<file path="src/rtl/uart_cmd_ctrl_if.sv">
// Byte-stream, register-write and reply-transmit signals of the UART command controller.
// The slave modport is the controller side; the master modport is the surrounding logic.
interface uart_cmd_ctrl_if;
    logic        rx_done;
    logic [7:0]  rx_data;
    logic        wr_en;
    logic [7:0]  wr_addr;
    logic [15:0] wr_data;
    logic        tx_busy;
    logic        tx_en;
    logic [7:0]  tx_data;
    logic        err_chk;
    logic        err_tmo;
    logic [7:0]  err_cnt;

    modport slave (
        input  rx_done, rx_data, tx_busy,
        output wr_en, wr_addr, wr_data, tx_en, tx_data, err_chk, err_tmo, err_cnt
    );

    modport master (
        output rx_done, rx_data, tx_busy,
        input  wr_en, wr_addr, wr_data, tx_en, tx_data, err_chk, err_tmo, err_cnt
    );
endinterface

</file>
<file path="src/rtl/uart_cmd_ctrl.sv">
// Parses 5-byte frames (SOF, ADDR, DATA_H, DATA_L, CHK) into register writes and
// answers each complete frame with a one-byte ACK/NAK, guarded by an inter-byte timeout.
module uart_cmd_ctrl #(
    parameter logic [7:0]  SOF_BYTE    = 8'hA5,
    parameter logic [7:0]  ACK_OK      = 8'h06,
    parameter logic [7:0]  ACK_ERR     = 8'h15,
    parameter int unsigned TIMEOUT_CYC = 100000
) (
    input  logic            sys_clk,
    input  logic            sys_rst,
    uart_cmd_ctrl_if.slave  bus
);
    localparam int unsigned TW = (TIMEOUT_CYC > 1) ? $clog2(TIMEOUT_CYC) : 1;

    typedef enum logic [2:0] {
        IDLE = 3'd0, ADDR = 3'd1, DATH = 3'd2, DATL = 3'd3,
        CHK  = 3'd4, EXEC = 3'd5, ACK  = 3'd6
    } state_t;

    state_t          state_r, state_s;
    logic [TW-1:0]   timer_r, timer_s;
    logic            rx_done_d_r;
    logic [7:0]      addr_sh_r, dath_sh_r, datl_sh_r;
    logic            wr_en_r, err_chk_r, err_tmo_r;
    logic [7:0]      wr_addr_r, reply_r, err_cnt_r;
    logic [15:0]     wr_data_r;
    logic            byte_vld_s, tmo_hit_s, match_s;
    logic            tmo_s, chk_done_s, tx_start_s;

    function automatic state_t field_next(input state_t cur);
        case (cur)
            ADDR:    field_next = DATH;
            DATH:    field_next = DATL;
            DATL:    field_next = CHK;
            default: field_next = EXEC;
        endcase
    endfunction

    function automatic logic [7:0] sat_inc(input logic [7:0] cnt);
        if (cnt == 8'hFF) sat_inc = cnt;
        else              sat_inc = cnt + 8'd1;
    endfunction

    assign byte_vld_s = bus.rx_done & ~rx_done_d_r;
    assign tmo_hit_s  = (timer_r == TW'(TIMEOUT_CYC - 32'd1));
    assign match_s    = (bus.rx_data == (addr_sh_r ^ dath_sh_r ^ datl_sh_r));

    // Next-state, event decode and inter-byte timer
    always_comb begin
        state_s    = state_r;
        tmo_s      = 1'b0;
        chk_done_s = 1'b0;
        tx_start_s = 1'b0;
        case (state_r)
            IDLE: begin
                if (byte_vld_s && (bus.rx_data == SOF_BYTE)) state_s = ADDR;
                else                                         state_s = IDLE;
            end
            ADDR, DATH, DATL, CHK: begin
                // A byte arriving on the timeout cycle still counts
                if (byte_vld_s) begin
                    state_s    = field_next(state_r);
                    chk_done_s = (state_r == CHK);
                end else if (tmo_hit_s) begin
                    state_s = IDLE;
                    tmo_s   = 1'b1;
                end else begin
                    state_s = state_r;
                end
            end
            EXEC: state_s = ACK;
            ACK: begin
                if (!bus.tx_busy) begin
                    tx_start_s = 1'b1;
                    state_s    = IDLE;
                end else if (tmo_hit_s) begin
                    state_s = IDLE;
                    tmo_s   = 1'b1;
                end else begin
                    state_s = ACK;
                end
            end
            default: state_s = IDLE;
        endcase

        if (byte_vld_s || (state_s != state_r))
            timer_s = {TW{1'b0}};
        else if (state_r inside {ADDR, DATH, DATL, CHK, ACK})
            timer_s = timer_r + TW'(1);
        else
            timer_s = {TW{1'b0}};
    end

    // State, shadows, write outputs, error pulses and counter
    always_ff @(posedge sys_clk) begin
        if (sys_rst) begin
            state_r     <= IDLE;
            timer_r     <= {TW{1'b0}};
            rx_done_d_r <= 1'b1;
            addr_sh_r   <= 8'h00;
            dath_sh_r   <= 8'h00;
            datl_sh_r   <= 8'h00;
            wr_en_r     <= 1'b0;
            wr_addr_r   <= 8'h00;
            wr_data_r   <= 16'h0000;
            reply_r     <= 8'h00;
            err_chk_r   <= 1'b0;
            err_tmo_r   <= 1'b0;
            err_cnt_r   <= 8'h00;
        end else begin
            state_r     <= state_s;
            timer_r     <= timer_s;
            rx_done_d_r <= bus.rx_done;
            wr_en_r     <= 1'b0;
            err_chk_r   <= 1'b0;
            err_tmo_r   <= tmo_s;
            if (byte_vld_s) begin
                case (state_r)
                    ADDR:    addr_sh_r <= bus.rx_data;
                    DATH:    dath_sh_r <= bus.rx_data;
                    DATL:    datl_sh_r <= bus.rx_data;
                    default: ;
                endcase
            end
            if (chk_done_s) begin
                if (match_s) begin
                    wr_en_r   <= 1'b1;
                    wr_addr_r <= addr_sh_r;
                    wr_data_r <= {dath_sh_r, datl_sh_r};
                    reply_r   <= ACK_OK;
                end else begin
                    err_chk_r <= 1'b1;
                    reply_r   <= ACK_ERR;
                end
            end
            if ((chk_done_s && !match_s) || tmo_s)
                err_cnt_r <= sat_inc(err_cnt_r);
        end
    end

    assign bus.wr_en   = wr_en_r;
    assign bus.wr_addr = wr_addr_r;
    assign bus.wr_data = wr_data_r;
    // The reply start must coincide with the first idle-transmitter cycle, so it is decoded from state
    assign bus.tx_en   = tx_start_s & ~sys_rst;
    assign bus.tx_data = reply_r;
    assign bus.err_chk = err_chk_r;
    assign bus.err_tmo = err_tmo_r;
    assign bus.err_cnt = err_cnt_r;
endmodule

</file>
<file path="src/flat_wrapper.sv">
// flat-port wrapper written by rule: the top's interface ports become plain ports
module uart_cmd_ctrl_flat 
#(
    parameter logic [7:0]  SOF_BYTE    = 8'hA5,
    parameter logic [7:0]  ACK_OK      = 8'h06,
    parameter logic [7:0]  ACK_ERR     = 8'h15,
    parameter int unsigned TIMEOUT_CYC = 100000
)
  (sys_clk, sys_rst, bus_rx_done, bus_rx_data, bus_tx_busy, bus_wr_en, bus_wr_addr, bus_wr_data, bus_tx_en, bus_tx_data, bus_err_chk, bus_err_tmo, bus_err_cnt);
  uart_cmd_ctrl_if bus_i ();
  input  logic sys_clk;
  input  logic sys_rst;
  input wire logic [$bits(bus_i.rx_done)-1:0] bus_rx_done;
  input wire logic [$bits(bus_i.rx_data)-1:0] bus_rx_data;
  input wire logic [$bits(bus_i.tx_busy)-1:0] bus_tx_busy;
  output wire logic [$bits(bus_i.wr_en)-1:0] bus_wr_en;
  output wire logic [$bits(bus_i.wr_addr)-1:0] bus_wr_addr;
  output wire logic [$bits(bus_i.wr_data)-1:0] bus_wr_data;
  output wire logic [$bits(bus_i.tx_en)-1:0] bus_tx_en;
  output wire logic [$bits(bus_i.tx_data)-1:0] bus_tx_data;
  output wire logic [$bits(bus_i.err_chk)-1:0] bus_err_chk;
  output wire logic [$bits(bus_i.err_tmo)-1:0] bus_err_tmo;
  output wire logic [$bits(bus_i.err_cnt)-1:0] bus_err_cnt;
  assign bus_i.rx_done = bus_rx_done;
  assign bus_i.rx_data = bus_rx_data;
  assign bus_i.tx_busy = bus_tx_busy;
  assign bus_wr_en = bus_i.wr_en;
  assign bus_wr_addr = bus_i.wr_addr;
  assign bus_wr_data = bus_i.wr_data;
  assign bus_tx_en = bus_i.tx_en;
  assign bus_tx_data = bus_i.tx_data;
  assign bus_err_chk = bus_i.err_chk;
  assign bus_err_tmo = bus_i.err_tmo;
  assign bus_err_cnt = bus_i.err_cnt;
  uart_cmd_ctrl #(.SOF_BYTE(SOF_BYTE), .ACK_OK(ACK_OK), .ACK_ERR(ACK_ERR), .TIMEOUT_CYC(TIMEOUT_CYC)) u_core (.sys_clk(sys_clk), .sys_rst(sys_rst), .bus(bus_i));
endmodule
</file>
<file path="config.mk">
export PLATFORM = sky130hd
export DESIGN_NAME = uart_cmd_ctrl_flat
export DESIGN_NICKNAME = d
export VERILOG_FILES = /design/src/rtl/uart_cmd_ctrl_if.sv /design/src/rtl/uart_cmd_ctrl.sv /design/src/flat_wrapper.sv
export SDC_FILE = /design/constraint.sdc
export NUM_CORES = 1
export LEC_CHECK = 0
export ABC_AREA = 1
export CORE_MARGIN = 4
export CORE_UTILIZATION = 45
export CTS_BUF_LIST = sky130_fd_sc_hd__clkbuf_2
export CTS_CLUSTER_SIZE = 28
export DETAILED_ROUTE_END_ITERATION = 12
export HOLD_SLACK_MARGIN = 0.03
export PLACE_DENSITY = 0.81
export SLEW_MARGIN = 10
export SYNTH_ARGS = -nofsm -noshare
export SYNTH_HDL_FRONTEND = slang
export SYNTH_SLANG_ARGS = --single-unit
</file>
<file path="constraint.sdc">
create_clock -name sys_clk -period 1.8 [get_ports sys_clk]
set_input_delay 0.18 -clock sys_clk [delete_from_list [all_inputs] [get_ports sys_clk]]
set_output_delay 0.18 -clock sys_clk [all_outputs]
set_load 0.005 [all_outputs]
</file>
==> results.toml <==
[die]
placementRows = 33
core_area_mm2 = 0.00822
die_area_mm2 = 0.00996
die_h_um = 99.8
die_width_um = 99.8
initial_core_util_pct = 46.2
ios = 56

[worst_setup_path]
startpoint_type = "flip-flop"
path_class = "reg2out"
critPathCaptureType = "output port"
required_ns = 1.62
crit_path_max_incr_delay_ns = 0.50
cp.buffers_inverters = 2
crit_family = "buffers and inverters"
critical_path_arrival_ns = 1.54
cp_slowest_cell = "clkdlybuf4s50_1"
worstPathMaxFanout = 4
crit_chain = "buf_4 -> clkdlybuf4s50_1"

[place]
place_hpwl_um = 6160
io_buffers = 51
gp_routability_congestion = 0.856
pre_cts_slack_ns = -0.280
placed_cell_area_mm2 = 0.00464

[yosys]
seq_area_frac_synth_pct = 43.8
ys_seq_elements = 83
yosysWarnings = 0
synth_edf_count = 0
syn_inst = 532
synth.distinct_cells = 28
netlist_area_mm2 = 0.00379
synth_ff_type = "dfxtp_1"
syn_avg_cell_area_um2 = 7.13
async_flop_share_pct = 0

[sta]
fin_hold_ws_ns = 0.259
rsz0062_at_grt = "true"
final-setup-viol-count = 0
finalCritPeriodShare_pct = 95.7
maxSlewViolCount = 0
finalHoldViolCount = 0
setup_slack_ns = 0.0780
fmax_mhz = 581
skew_ns = 0.0239
period_needed_ns = 1.72

[global_routing]
grt_pass1_vias = 3469
grt_max_degree = 26
grtUsageTotal_pct = 17.7
grt_antenna_before_repair = 0
grt_pass1_wl_um = 14700
overflow = 0

[outcome]
outcome = "finished clean"

[clock_network]
clk_pin_slew_ns = 0.19
clk-insertion-delay-late_ns = 0.54
cts_tree = "yes"
clock_sinks = 83
ctsLongestPathBuffers = 2
numCtsBuffers = 9
cts_max_level = 3
cts_root_buffer = "clkbuf_2"

[power_and_ir_drop]
p_per_area_mw_per_mm2 = 561
p_leak_nw = 2.10
p_total_mw = 2.79
ir_drop_mv = 0.283

[routing]
ant_nets = 0
dr.pass1.iters = 6
vias_per_cell = 4.91
vias = 3570
drt-total-wl_um = 9090
route.detailed.drc = 0
wl_per_cell_um = 12.5
drt_iter0_drc = 211

[final_layout]
antenna_cells = 0
drive_gt1_share_pct = 17.8
synthToLayoutAreaGrowth_pct = 30.9
nets = 631
design_area_mm2 = 0.00496

[job]
maxCapViolations = 0

[min_path]
hold_path_class = "in2reg"
==> registers in the layout (all words and copies together) (netlist names) <==
signal	flops
u_core.timer_r	17
u_core.bus.wr_data	16
u_core.addr_sh_r	8
u_core.bus.err_cnt	8
u_core.bus.wr_addr	8
u_core.dath_sh_r	8
u_core.datl_sh_r	8
u_core.bus.tx_data	3
u_core.state_r	3
u_core.bus.err_chk	1
u_core.bus.err_tmo	1
u_core.bus.wr_en	1
u_core.rx_done_d_r	1
==> metrics by stage <==
| stage | instances | setup TNS, ns | utilization [%] |
|---|---|---|---|
| 2_1_floorplan | 535 | 0 | - |
| 3_5_place_dp | 707 | -9.93 | 56.5 |
| 5_1_grt | 727 | -0.737 | 60.4 |
| 4_1_cts | 723 | 0 | 57.8 |
| 3_3_place_gp | 707 | -7.62 | 56.5 |
| 6_report | 727 | 0 | 60.4 |
==> worst min-delay path, stage by stage <==
cell	delay [ns]
clkdlybuf4s50_1	0.45
inv_1	0.07
nand2_1	0.06
==> path summary, 6_finish.rpt <==
check,from,endpoint,slack (ns),cells past startpoint
worst max-delay path,u_core.bus.err_cnt[1]$_SDFFE_PP0P_,bus_err_cnt[1],0.08,2
worst min-delay path,bus_rx_done,u_core.rx_done_d_r$_SDFF_PP1_,0.26,3
worst max register to register,u_core.timer_r[0]$_SDFF_PP0_,u_core.timer_r[6]$_SDFF_PP0_,0.08,10
worst min register to register,u_core.bus.wr_addr[4]$_SDFFE_PP0P_,u_core.bus.wr_addr[4]$_SDFFE_PP0P_,0.46,2
==> final cells by class <==
cell class | instances | area (µm²)
tap | 105 | 131
inverter | 57 | 216
timing repair buffer | 92 | 898
sequential | 83 | 1690
fill | 728 | 3250
multi-input combinational | 374 | 1950
clock inverter | 6 | 32.5
clock buffer | 10 | 50.0
==> cell usage after synthesis (2+ instances only) <==
cell,number,area (µm²)
nand2_1,161,604
dfxtp_1,83,1660
inv_1,56,210
nor2_1,48,180
a21oi_1,31,155
o21ai_0,25,125
nand3_1,24,120
xor2_1,24,210
nor3_1,23,115
xnor2_1,10,87.6
buf_4,8,60.1
clkbuf_1,7,26.3
nand4_1,6,37.5
buf_2,4,20.0
nand2_2,4,25.0
buf_6,2,22.5
ha_1,2,25.0
nor2_2,2,12.5
nor3_2,2,20.0
nor4_1,2,12.5
==> power by group <==
group	switching, mW	total [mW]	internal, mW
clock	0.632	0.805	0.173
sequential	0.000933	1.84	1.84
combinational	0.0745	0.142	0.0674
==> cells in the final DEF (no fill, tap or decap), types with 3 or more instances in the layout <==
cell / count
nand3_1: 21
nand4_1: 6
nand2_4: 3
dfxtp_1: 65
xnor2_1: 10
buf_4: 35
nor2_2: 3
nor3_1: 11
nand2_2: 5
nor2_1: 46
buf_12: 4
inv_1: 55
xor2_1: 24
a21oi_1: 30
o21ai_0: 25
dfxtp_2: 16
nor3_2: 12
clkdlybuf4s50_1: 50
clkbuf_2: 11
conb_1: 4
nand3_2: 4
nand2_1: 157
==> what timing repair did <==
action / CTS / global route
setup endpoints to repair: 23 / 56
hold buffers: 0 / 0
setup buffers: 0 / 2
pin swaps: 0 / 6
cloned: 0 / 2
gates resized for setup: 10 / 46
==> cells by family (layout without fill, tap and decap cells) <==
kind of cell / after synthesis / in the layout / synth area share [%]
other: 1 / 4 / 0.0989
DFF: 83 / 83 / 43.8
AOI/OAI and AO/OA: 60 / 60 / 8.25
and+or+nand+nor: 274 / 274 / 30.3
xor gates and xnor gates: 34 / 34 / 7.85
adders and majority gates: 2 / 2 / 0.660
buffers and inverters: 78 / 165 / 9.04
==> per-layer routing <==
| layer | share of wire (%) | up-vias | track usage, % |
|---|---|---|---|
| li1 | - | 1832 | - |
| met1 | 44 | 1626 | 22.3 |
| met2 | 49 | 94 | 29.4 |
| met3 | 5.2 | 18 | 3.41 |
| met4 | 1.7 | 0 | 8.09 |
| met5 | 0 | - | 0 |
Power figures use the tool's default switching activity.
